### config.mk
export PLATFORM = sky130hd
export DESIGN_NAME = tdc_result_collector
export DESIGN_NICKNAME = d
export VERILOG_FILES = /design/src/rtl/tdc_pkg.sv /design/src/rtl/tdc_rec_fifo.sv /design/src/rtl/tdc_result_collector.sv
export SDC_FILE = /design/constraint.sdc
export NUM_CORES = 1
export LEC_CHECK = 0
export CAP_MARGIN = 10
export CORE_ASPECT_RATIO = 1.75
export CORE_MARGIN = 3
export CORE_UTILIZATION = 65
export DETAILED_ROUTE_END_ITERATION = 6
export PLACE_DENSITY = 0.84
export SLEW_MARGIN = 15
export SYNTH_ARGS = -nofsm -noshare
export SYNTH_HDL_FRONTEND = slang
export SYNTH_HIERARCHICAL = 1
export SYNTH_SLANG_ARGS = --single-unit
### constraint.sdc
create_clock -name clk -period 15.3 [get_ports clk]
set_input_delay 3.06 -clock clk [delete_from_list [all_inputs] [get_ports clk]]
set_output_delay 3.06 -clock clk [all_outputs]
set_load 0.02 [all_outputs]
### src/rtl/tdc_pkg.sv
// Shared definitions for the TDC result collector: record layout, FSM encoding
// and the record builder used at capture time.
package tdc_pkg;

  localparam int REC_W     = 48;
  localparam int REC_BYTES = 6;
  localparam int COARSE_W  = 32;
  localparam int FINE_W    = 9;
  localparam int SEQ_W     = 6;

  localparam logic [FINE_W-1:0] FINE_MAX = 9'd286;

  // Record layout, MSB first: {seq, sat, fine_c, coarse}
  localparam int COARSE_LSB = 0;
  localparam int FINE_LSB   = 32;
  localparam int SAT_BIT    = 41;
  localparam int SEQ_LSB    = 42;

  localparam logic [7:0] READ_EMPTY_BYTE = 8'hFF;

  typedef enum logic [1:0] {
    IDLE    = 2'd0,
    ARMED   = 2'd1,
    CAPTURE = 2'd2
  } cap_state_t;

  function automatic logic [REC_W-1:0] build_record(
    input logic [SEQ_W-1:0]    seq,
    input logic [FINE_W-1:0]   fine,
    input logic [COARSE_W-1:0] coarse,
    input logic [FINE_W-1:0]   fine_max
  );
    logic              sat;
    logic [FINE_W-1:0] fine_c;
    logic [REC_W-1:0]  rec;
    sat    = (fine > fine_max);
    fine_c = sat ? fine_max : fine;
    rec                           = '0;
    rec[COARSE_LSB +: COARSE_W]   = coarse;
    rec[FINE_LSB +: FINE_W]       = fine_c;
    rec[SAT_BIT]                  = sat;
    rec[SEQ_LSB +: SEQ_W]         = seq;
    return rec;
  endfunction

endpackage

### src/rtl/tdc_rec_fifo.sv
// Register-based show-ahead FIFO for measurement records. A push into a full
// FIFO is still accepted when a pop happens in the same cycle.
module tdc_rec_fifo
  import tdc_pkg::*;
#(
  parameter int DEPTH = 8,
  parameter int WIDTH = REC_W,
  localparam int AW = $clog2(DEPTH),
  localparam int LW = AW + 1
) (
  input  logic             clk,
  input  logic             rst,
  input  logic             i_push,
  input  logic             i_pop,
  input  logic [WIDTH-1:0] i_wdata,
  output logic [WIDTH-1:0] o_rdata,
  output logic             o_full,
  output logic             o_empty,
  output logic [LW-1:0]    o_level
);

  logic [WIDTH-1:0] r_mem [DEPTH];
  logic [AW-1:0]    r_wr_ptr;
  logic [AW-1:0]    r_rd_ptr;
  logic [LW-1:0]    r_level;
  logic             w_do_push;
  logic             w_do_pop;

  assign o_full    = (r_level == LW'(DEPTH));
  assign o_empty   = (r_level == '0);
  assign o_level   = r_level;
  assign o_rdata   = r_mem[r_rd_ptr];
  assign w_do_pop  = i_pop & ~o_empty;
  assign w_do_push = i_push & (~o_full | w_do_pop);

  always_ff @(posedge clk or posedge rst) begin
    if (rst) begin
      r_wr_ptr <= '0;
      r_rd_ptr <= '0;
      r_level  <= '0;
    end else begin
      if (w_do_push) r_wr_ptr <= r_wr_ptr + 1'b1;
      if (w_do_pop)  r_rd_ptr <= r_rd_ptr + 1'b1;
      if (w_do_push && !w_do_pop)      r_level <= r_level + LW'(1);
      else if (w_do_pop && !w_do_push) r_level <= r_level - LW'(1);
    end
  end

  // Storage carries no reset; only slots behind a valid pointer are ever read.
  always_ff @(posedge clk) begin
    if (w_do_push) r_mem[r_wr_ptr] <= i_wdata;
  end

endmodule

### src/rtl/tdc_result_collector.sv
// Collects completed TDC measurements into tagged 48-bit records, queues them
// and serves them to the SPI front end one byte at a time, MSB byte first.
module tdc_result_collector
  import tdc_pkg::*;
#(
  parameter int                DEPTH     = 8,
  parameter logic [FINE_W-1:0] FINE_MAX  = tdc_pkg::FINE_MAX,
  parameter int                REC_BYTES = tdc_pkg::REC_BYTES
) (
  input  logic        clk,
  input  logic        rst,
  input  logic        i_enable,
  input  logic        i_tdc_busy,
  input  logic [31:0] i_tdc_coarse,
  input  logic [8:0]  i_tdc_fine,
  input  logic        i_byte_rd,
  output logic [7:0]  o_byte_data,
  output logic        o_byte_valid,
  output logic        o_rec_avail,
  output logic [3:0]  o_fifo_level,
  output logic        o_overflow,
  input  logic        i_clr_ovf
);

  localparam int         LW       = $clog2(DEPTH) + 1;
  localparam logic [2:0] LAST_IDX = 3'(REC_BYTES - 1);

  logic             r_busy_meta;
  logic             r_busy_sync;
  logic             r_busy_q;
  logic             w_rise;
  logic             w_fall;
  cap_state_t       r_state;
  cap_state_t       w_next_state;
  logic [SEQ_W-1:0] r_seq;
  logic [2:0]       r_idx;
  logic             r_overflow;
  logic [7:0]       r_byte_data;
  logic             r_byte_valid;
  logic             w_push;
  logic             w_pop;
  logic             w_drop;
  logic [REC_W-1:0] w_record;
  logic [REC_W-1:0] w_head;
  logic [REC_W-1:0] w_head_shifted;
  logic [7:0]       w_head_byte;
  logic             w_fifo_full;
  logic             w_fifo_empty;
  logic [LW-1:0]    w_level;

  // Busy comes from start/stop edges in another domain: two flops, then edge detect.
  always_ff @(posedge clk or posedge rst) begin
    if (rst) begin
      r_busy_meta <= 1'b0;
      r_busy_sync <= 1'b0;
      r_busy_q    <= 1'b0;
    end else begin
      r_busy_meta <= i_tdc_busy;
      r_busy_sync <= r_busy_meta;
      r_busy_q    <= r_busy_sync;
    end
  end

  assign w_rise = ~r_busy_q & r_busy_sync;
  assign w_fall = r_busy_q & ~r_busy_sync;

  always_ff @(posedge clk or posedge rst) begin
    if (rst) r_state <= IDLE;
    else     r_state <= w_next_state;
  end

  always_comb begin
    w_next_state = r_state;
    case (r_state)
      IDLE:    if (w_rise && i_enable) w_next_state = ARMED;
      ARMED: begin
        if (!i_enable)   w_next_state = IDLE;
        else if (w_fall) w_next_state = CAPTURE;
      end
      CAPTURE: w_next_state = (w_rise && i_enable) ? ARMED : IDLE;
      default: w_next_state = IDLE;
    endcase
  end

  assign w_push   = (r_state == CAPTURE);
  assign w_record = build_record(r_seq, i_tdc_fine, i_tdc_coarse, FINE_MAX);
  assign w_pop    = i_byte_rd & ~w_fifo_empty & (r_idx == LAST_IDX);
  assign w_drop   = w_push & w_fifo_full & ~w_pop;

  tdc_rec_fifo #(
    .DEPTH (DEPTH),
    .WIDTH (REC_W)
  ) u_fifo (
    .clk     (clk),
    .rst     (rst),
    .i_push  (w_push),
    .i_pop   (w_pop),
    .i_wdata (w_record),
    .o_rdata (w_head),
    .o_full  (w_fifo_full),
    .o_empty (w_fifo_empty),
    .o_level (w_level)
  );

  // The sequence number also advances for dropped records so gaps are visible downstream.
  always_ff @(posedge clk or posedge rst) begin
    if (rst)         r_seq <= '0;
    else if (w_push) r_seq <= r_seq + 1'b1;
  end

  always_ff @(posedge clk or posedge rst) begin
    if (rst)            r_overflow <= 1'b0;
    else if (w_drop)    r_overflow <= 1'b1;
    else if (i_clr_ovf) r_overflow <= 1'b0;
  end

  assign w_head_shifted = w_head << {r_idx, 3'b000};
  assign w_head_byte    = w_head_shifted[REC_W-1 -: 8];

  always_ff @(posedge clk or posedge rst) begin
    if (rst) begin
      r_byte_data  <= 8'h00;
      r_byte_valid <= 1'b0;
      r_idx        <= 3'd0;
    end else begin
      r_byte_valid <= i_byte_rd;
      if (i_byte_rd) begin
        if (!w_fifo_empty) begin
          r_byte_data <= w_head_byte;
          r_idx       <= (r_idx == LAST_IDX) ? 3'd0 : r_idx + 3'd1;
        end else begin
          r_byte_data <= READ_EMPTY_BYTE;
        end
      end
    end
  end

  assign o_byte_data  = r_byte_data;
  assign o_byte_valid = r_byte_valid;
  assign o_rec_avail  = ~w_fifo_empty;
  assign o_fifo_level = 4'(w_level);
  assign o_overflow   = r_overflow;

endmodule

==> flow_summary.ini <==
[clocking]
post_cts_resized = 0
cts_root_buf = clkbuf_16
cts_made_buffers = 36
cts_tree = yes
clk_path_buf_depth = 3
cts.htree.levels = 2
insertion_delay_ps = 520
clkTransAtPathRegs_ps = 70
ctsHoldBuffers = 0
cts.sinks = 418
postCtsSetupBuffers = 0

[place]
dp_cells = 1096
port_buffers = 61
dpl.hpwl_um = 17100
place_congestion = 0.765

[floorplanning]
row_count = 76
io-pin-count = 62
die_h_um = 217
start_util_pct = 66.6
dieWidth_um = 127
fp.coreArea_um2 = 24800
die-area_um2 = 27500

[sta]
setup_viol = 0
post-route-period-util_pct = 37.0
relSlewSlack_pct = 27.7
fin_setup_tns_ps = 0
clock_skew_ps = 7.41
hold_violations = 0
fmaxAchievable_ghz = 0.176
rsz0062_at_grt = no
final_max_slew_viol_count = 0
tightest_slew_ps = 1080
fin_crit_ps = 5670

[worst_hold_path]
hp-class = reg -> reg
hold_start = r_busy_meta

[layout]
layout-drive-gt1-share_pct = 26.1
layout.nets = 876
num-fill-cells = 1297
layout.cells.non_filler = 1158
n_antenna_cell = 0
syn_to_final_growth_pct = 12.2

[synthesis]
yosysWarningCount = 6
synth_cell_types = 49
syn_inst = 747
netlist_area_um2 = 16500
async_reset_ff_share_pct = 8.13
yosysTopAreaCellShare_pct = 69.7
yosysSeqAreaShare_pct = 74.9
ys.flop_type = edfxtp_1
synth_area_leaders = edfxtp_1, mux4_2, dfrtp_1
synth_nets = 801
synth-edff-count = 384
syn_area_per_cell_um2 = 22.1
ys_ff_latch = 418
synth_top_cell_by_area = edfxtp_1

[run_status]
outcome = completed

[flow_run]
maxCapViolCount = 0

[global_route]
grt_overflow = 0
grtUsageTotal_pct = 24.0
antenna_found_initial = 0
grt_max_degree = 70
grt_pass1_wl_um = 49100
first_global_vias = 8296

[setup_path]
crit_slowest_cell = clkdlybuf4s50_1
arrival_ps = 6060
crit_path_start = i_byte_rd
cp.required_ps = 15690
cp_cell_sequence = clkdlybuf4s50_1, nand3b_1, nor2_1, o41ai_2, ha_1, inv_1, ha_1, or4_1, nand3_1, o221ai_1
slowest_delay_ps = 680
crit_type = in -> reg
crit_path_frequent_cell = ha_1
r2r-start = u_fifo/r_rd_ptr[0]
worst_setup_path_end_kind = register
worst-path-max-fanout = 11
startpoint_type = input pin

[pwr]
p_per_area_nw_per_um2 = 152
p_leak_uw = 0.00595
peakVddDrop_v = 0.000111

[routing]
vias = 7556
ant_nets = 0
drtIter0Drc = 573
finalWirelength_um = 31500
firstDrtPassIters = 5
via_per_inst = 6.53
avgRoutedWirePerCell_um = 27.2
drc_errors = 0
-- layout make-up --
type / instances / area, µm² / area share [%]
sequential: 418 / 12400 / 66.8
multi-input combinational: 284 / 3910 / 21.1
clock buffer: 49 / 992 / 5.35
timing repair buffer: 74 / 708 / 3.82
tap: 312 / 390 / 2.10
clock inverter: 13 / 133 / 0.715
inverter: 8 / 30.0 / 0.162
-- layout by cell type (no fill, tap or decap), types with 10 or more instances in the layout --
master and n:
dfrtp_1 31, xnor2_1 10, mux2i_1 25, mux2_4 20
nor2_1 10, edfxtp_1 384, mux2_2 31, clkdlybuf4s50_1 61
mux4_2 96, clkbuf_16 38, buf_4 13, clkbuf_1 11
-- through the flow --
step           hold WS [ps]  power (µW)  cell area [µm²]  setup WS [ps]  util, %
6_report                357        2820            18600           9630     74.7
5_1_grt                 375        2930            18600           9430     74.7
4_1_cts                 363        2840            18600           9690     74.7
3_5_place_dp            339        1970            17400           9150     70.2
3_3_place_gp            347        1940            17400           9280     70.2
2_1_floorplan           331        1820            16500           6300        -
-- critical path, delay by kind of cell --
family	cells	cell delay (ps)
simple gates	4	1200
buf+inv	2	840
fa+ha+maj	2	610
compound gates	2	340
-- path summary, 6_finish.rpt --
| check | to | slack, ps | depth (start not counted) |
|---|---|---|---|
| setup / recovery | u_fifo/o_level[3] | 9630 | 10 |
| hold / removal | r_busy_sync | 360 | 0 |
| setup reg to reg | o_byte_data[3] | 11240 | 6 |
| hold reg to reg | r_busy_sync | 360 | 0 |
| max in group asynchronous | r_seq[3] | 11640 | 2 |
| min in group asynchronous | u_fifo/o_level[2] | 2860 | 2 |
-- cell usage after synthesis (3+ instances only) --
cell type and count:
edfxtp_1 384, mux4_2 96, dfrtp_1 34, mux2_2 31, mux2i_1 25, mux2_4 20, buf_2 13, nor2_1 13
clkbuf_1 12, xnor2_1 10, nand2_1 9, nand2b_1 9, o22ai_1 9, o32a_1 8, inv_1 7, ha_1 6
nor2b_1 5, nor3_1 5, buf_6 4, o21ai_0 4, buf_12 3, nand3b_1 3, or3_1 3
-- per-layer routing --
metal / GRT usage [%] / part of all wire, % / vias to the layer above
li1: - / - / 3248
met1: 31.0 / 37 / 3937
met2: 41.2 / 54 / 301
met3: 4.20 / 5.7 / 70
met4: 9.23 / 3.2 / 0
met5: 0 / 0 / -
-- power by group --
part / total (µW) / switching [µW] / internal (µW)
Clock: 880 / 375 / 505
Combinational: 577 / 260 / 317
Sequential: 1360 / 79.9 / 1280
-- cell families after synthesis --
| group | count (synthesis) | synth area share [%] |
|---|---|---|
| buf+inv | 45 | 1.78 |
| xor+xnor | 12 | 0.636 |
| fa+ha+maj | 7 | 0.575 |
| simple gates | 61 | 2.04 |
| mux | 173 | 18.6 |
| flops | 418 | 74.9 |
| compound gates | 31 | 1.51 |
-- state kept, by name, indices dropped and copies added, names as in the netlist --
register	flops
o_byte_data	8
o_byte_valid	1
o_overflow	1
r_busy_meta	1
r_busy_q	1
r_busy_sync	1
r_idx	3
r_seq	6
r_state	2
u_fifo/o_level	4
u_fifo/r_mem	384
u_fifo/r_rd_ptr	3
u_fifo/r_wr_ptr	3
Note: power is estimated with default switching activity, not from simulation.
==> edit, RTL diff (same settings) <==
Remove the register `r_byte_valid`: a continuous assignment takes its place, so the output `o_byte_valid` follows one clock earlier.
--- a/src/rtl/tdc_result_collector.sv
+++ b/src/rtl/tdc_result_collector.sv
@@ -120,10 +120,8 @@
   always_ff @(posedge clk or posedge rst) begin
     if (rst) begin
       r_byte_data  <= 8'h00;
-      r_byte_valid <= 1'b0;
       r_idx        <= 3'd0;
     end else begin
-      r_byte_valid <= i_byte_rd;
       if (i_byte_rd) begin
         if (!w_fifo_empty) begin
           r_byte_data <= w_head_byte;
@@ -135,6 +133,8 @@
     end
   end
 
+  assign r_byte_valid = i_byte_rd;
+
   assign o_byte_data  = r_byte_data;
   assign o_byte_valid = r_byte_valid;
   assign o_rec_avail  = ~w_fifo_empty;
Formal check against the unedited RTL: not equivalent (a bounded check fails within 4 cycles, from zero or initial values and one cycle with rst high).
==> edit against the original RTL <==
Register-to-register slack improved by 0.45 ns. Sequential cell count fell by 1. Cell area rose by 0.39%. Global-route usage barely moved. Fmax fell by 24%. Wire length rose by 1.3%. Synthesized area fell by 0.11%. Count of clock-buffer cells in the layout fell by 6. Worst setup slack got worse by 1.8 ns. Final cell count fell by 0.17%. Total power rose by 1.8%. Via count rose by 1.8%. Highest routed layer unchanged.
==> edit: results (changes against the original RTL) <==
| Metric | Value |
|---|---|
| Critical R2R Launch | u_fifo/r_rd_ptr[0]$_DFFE_PP0P_ |
| Gpl congestion | 0.772 (+0.88%) |
| Synth Area in XOR/XNOR | 0.00636 (+0.00000674) |
| CP Launch Point | i_byte_rd |
| CTS clk-pin slew, worst paths | 0.07 ns (about the same) |
| Prevailing post-synth register cell | edfxtp_1 |
| Number of global-route vias before repair | 8279 (-0.20%) |
| DRT Wirelength | 31.9 mm (+1.3%) |
| Post-synthesis adder-cell area fraction | 0.00576 (+0.00000610) |
| Share of the yosys chip area belonging to registers | 0.748 (about the same) |
| Routed vias | 7695 (+1.8%) |
| Worst-Skew Late Latency | 0.52 ns (about the same) |
| Global-route wire length before repair | 49.1 mm (about the same) |
| Sw Share | 0.249 (-0.00417) |
| Outcome | finished clean |
| Mux share of post-synthesis cell area | 0.186 (+0.000197) |
| Arrival @ worst endpoint | 4.43 ns (-1.63 ns) |
| Avg Cell Area, Syn | 22.1 um^2 (-0.11%) |
| Peak VDD IR | 0.104 mV (-6.5%) |
| Max reg flops | 384 (unchanged) |
| Buffers on Ports | 61 (unchanged) |
| Drt first pass iters | 4 (-1) |
| Longest Clk Path Bufs | 3 (unchanged) |
| Post-synthesis compound-gate area fraction | 0.0151 (+0.0000160) |
| DP HPWL | 16.7 mm (-2.5%) |
| # fillers | 1291 (-0.46%) |
| Number of flops mapped to enable cells by yosys | 384 (unchanged) |
| Crit path max-delay family | buffers and inverters |
| CTS Buf Count | 36 (unchanged) |
| Setup Fix Bufs, Post-CTS | 0 (unchanged) |
| Hold Path Origin | r_busy_meta$_DFF_PP0_ |
| Clock tree root driver cell | clkbuf_16 |
| Hold Path Class | reg -> reg |
| Post-synth top cells | 384 x edfxtp_1, 96 x mux4_2, 33 x dfrtp_1 |
| Global Route Usage Sum | 0.240 (about the same) |
| Area contributors post-synth | edfxtp_1 70%, mux4_2 13%, dfrtp_1 5.0%, mux2_2 2.1%, mux2_4 1.8% |
| Slew Limit Headroom | 0.309 (+0.0324) |
| Slowest cell delay on critical path | just under 0.7 ns |
| DRT met1 WL | 11.6 mm (-0.36%) |
| Initial antenna violation count | 0 (unchanged) |
| Share of flip-flops with an asynchronous set or reset | 0.0791 (-0.00220) |
| Static Leak | 5.98 nW (+0.56%) |
| Crit-path slowest cell | clkdlybuf4s50_1 |
| Netlist cell types | 49 (unchanged) |
| Share of cells above drive strength 1 | 0.268 (+0.00654) |
| Mapped Nets | 801 (unchanged) |
| Clock skew | 0.0133 ns (+0.00592 ns) |
| Starting DRC count in detailed routing | 602 (+5.1%) |
| Met3 Routed Length | 2.07 mm (+16%) |
| Met2 WL post-DR | 16.7 mm (-2.0%) |
| Largest net degree at the start of global routing | 63 (-10%) |
| Setup violations, final | 0 (unchanged) |
| Final nets | 875 (-0.11%) |
[edit: cell types whose count changed after synthesis, sizes merged]
| cell | unedited run | this run |
|---|---|---|
| dfrtp | 34 | 33 |
| buf | 25 | 26 |
[edit: cell type report]
class                   instances  area share
flip-flops and latches        417       0.664
multi-input cells             284       0.210
clock buffers                  43      0.0520
repair buffers                 74      0.0391
well taps                     312      0.0210
clock inverters                18      0.0126
inverters                       8     0.00161
[edit: power by group through the flow]
stage	Clock, W	Combinational, W	Sequential [W]
2_1_floorplan	0	0.000472	0.00135
3_3_place_gp	0	0.000551	0.00138
3_5_place_dp	0	0.000571	0.00139
4_1_cts	0.000947	0.000579	0.00136
5_1_grt	0.000986	0.000647	0.00134
6_report	0.000929	0.000605	0.00134
[edit: kinds of logic after synthesis]
| group | count (synthesis) |
|---|---|
| DFF | 417 |
| adders and majority gates | 7 |
| and+or+nand+nor | 61 |
| muxes | 173 |
| buffers and inverters | 46 |
| xor gates and xnor gates | 12 |
| AOI/OAI and AO/OA | 31 |
[edit: path summary, 6_finish.rpt]
| path | endpoint | slack (ns) | cells after the start |
|---|---|---|---|
| min reg2reg | r_busy_sync$_DFF_PP0_ | 0.37 | 0 |
| max | o_byte_valid | 7.81 | 2 |
| min in group asynchronous | u_fifo/o_level[1]$_DFFE_PP0P_ | 2.84 | 2 |
| max reg2reg | o_byte_data[6]$_DFFE_PP0P_ | 11.69 | 7 |
| max in group asynchronous | r_seq[3]$_DFFE_PP0P_ | 11.67 | 2 |
| min | r_busy_sync$_DFF_PP0_ | 0.37 | 0 |
[edit: stage by stage]
step / util / setup slack (ns) / cell area (um^2) / std cells / total power, W
floorplan: - / 6.30 / 16500 / 747 / 0.00182
global placement: 0.701 / 7.84 / 17400 / 1094 / 0.00193
detailed placement: 0.701 / 7.81 / 17400 / 1094 / 0.00196
CTS: 0.749 / 7.81 / 18600 / 1155 / 0.00289
global route: 0.750 / 7.77 / 18600 / 1156 / 0.00298
finish: 0.750 / 7.81 / 18600 / 1156 / 0.00287
[edit: routing by layer]
| layer | up-vias | track usage |
|---|---|---|
| met4 | 0 | 0.118 |
| met1 | 4015 | 0.311 |
| met5 | - | 0 |
| met2 | 338 | 0.396 |
| li1 | 3242 | - |
| met3 | 100 | 0.0459 |
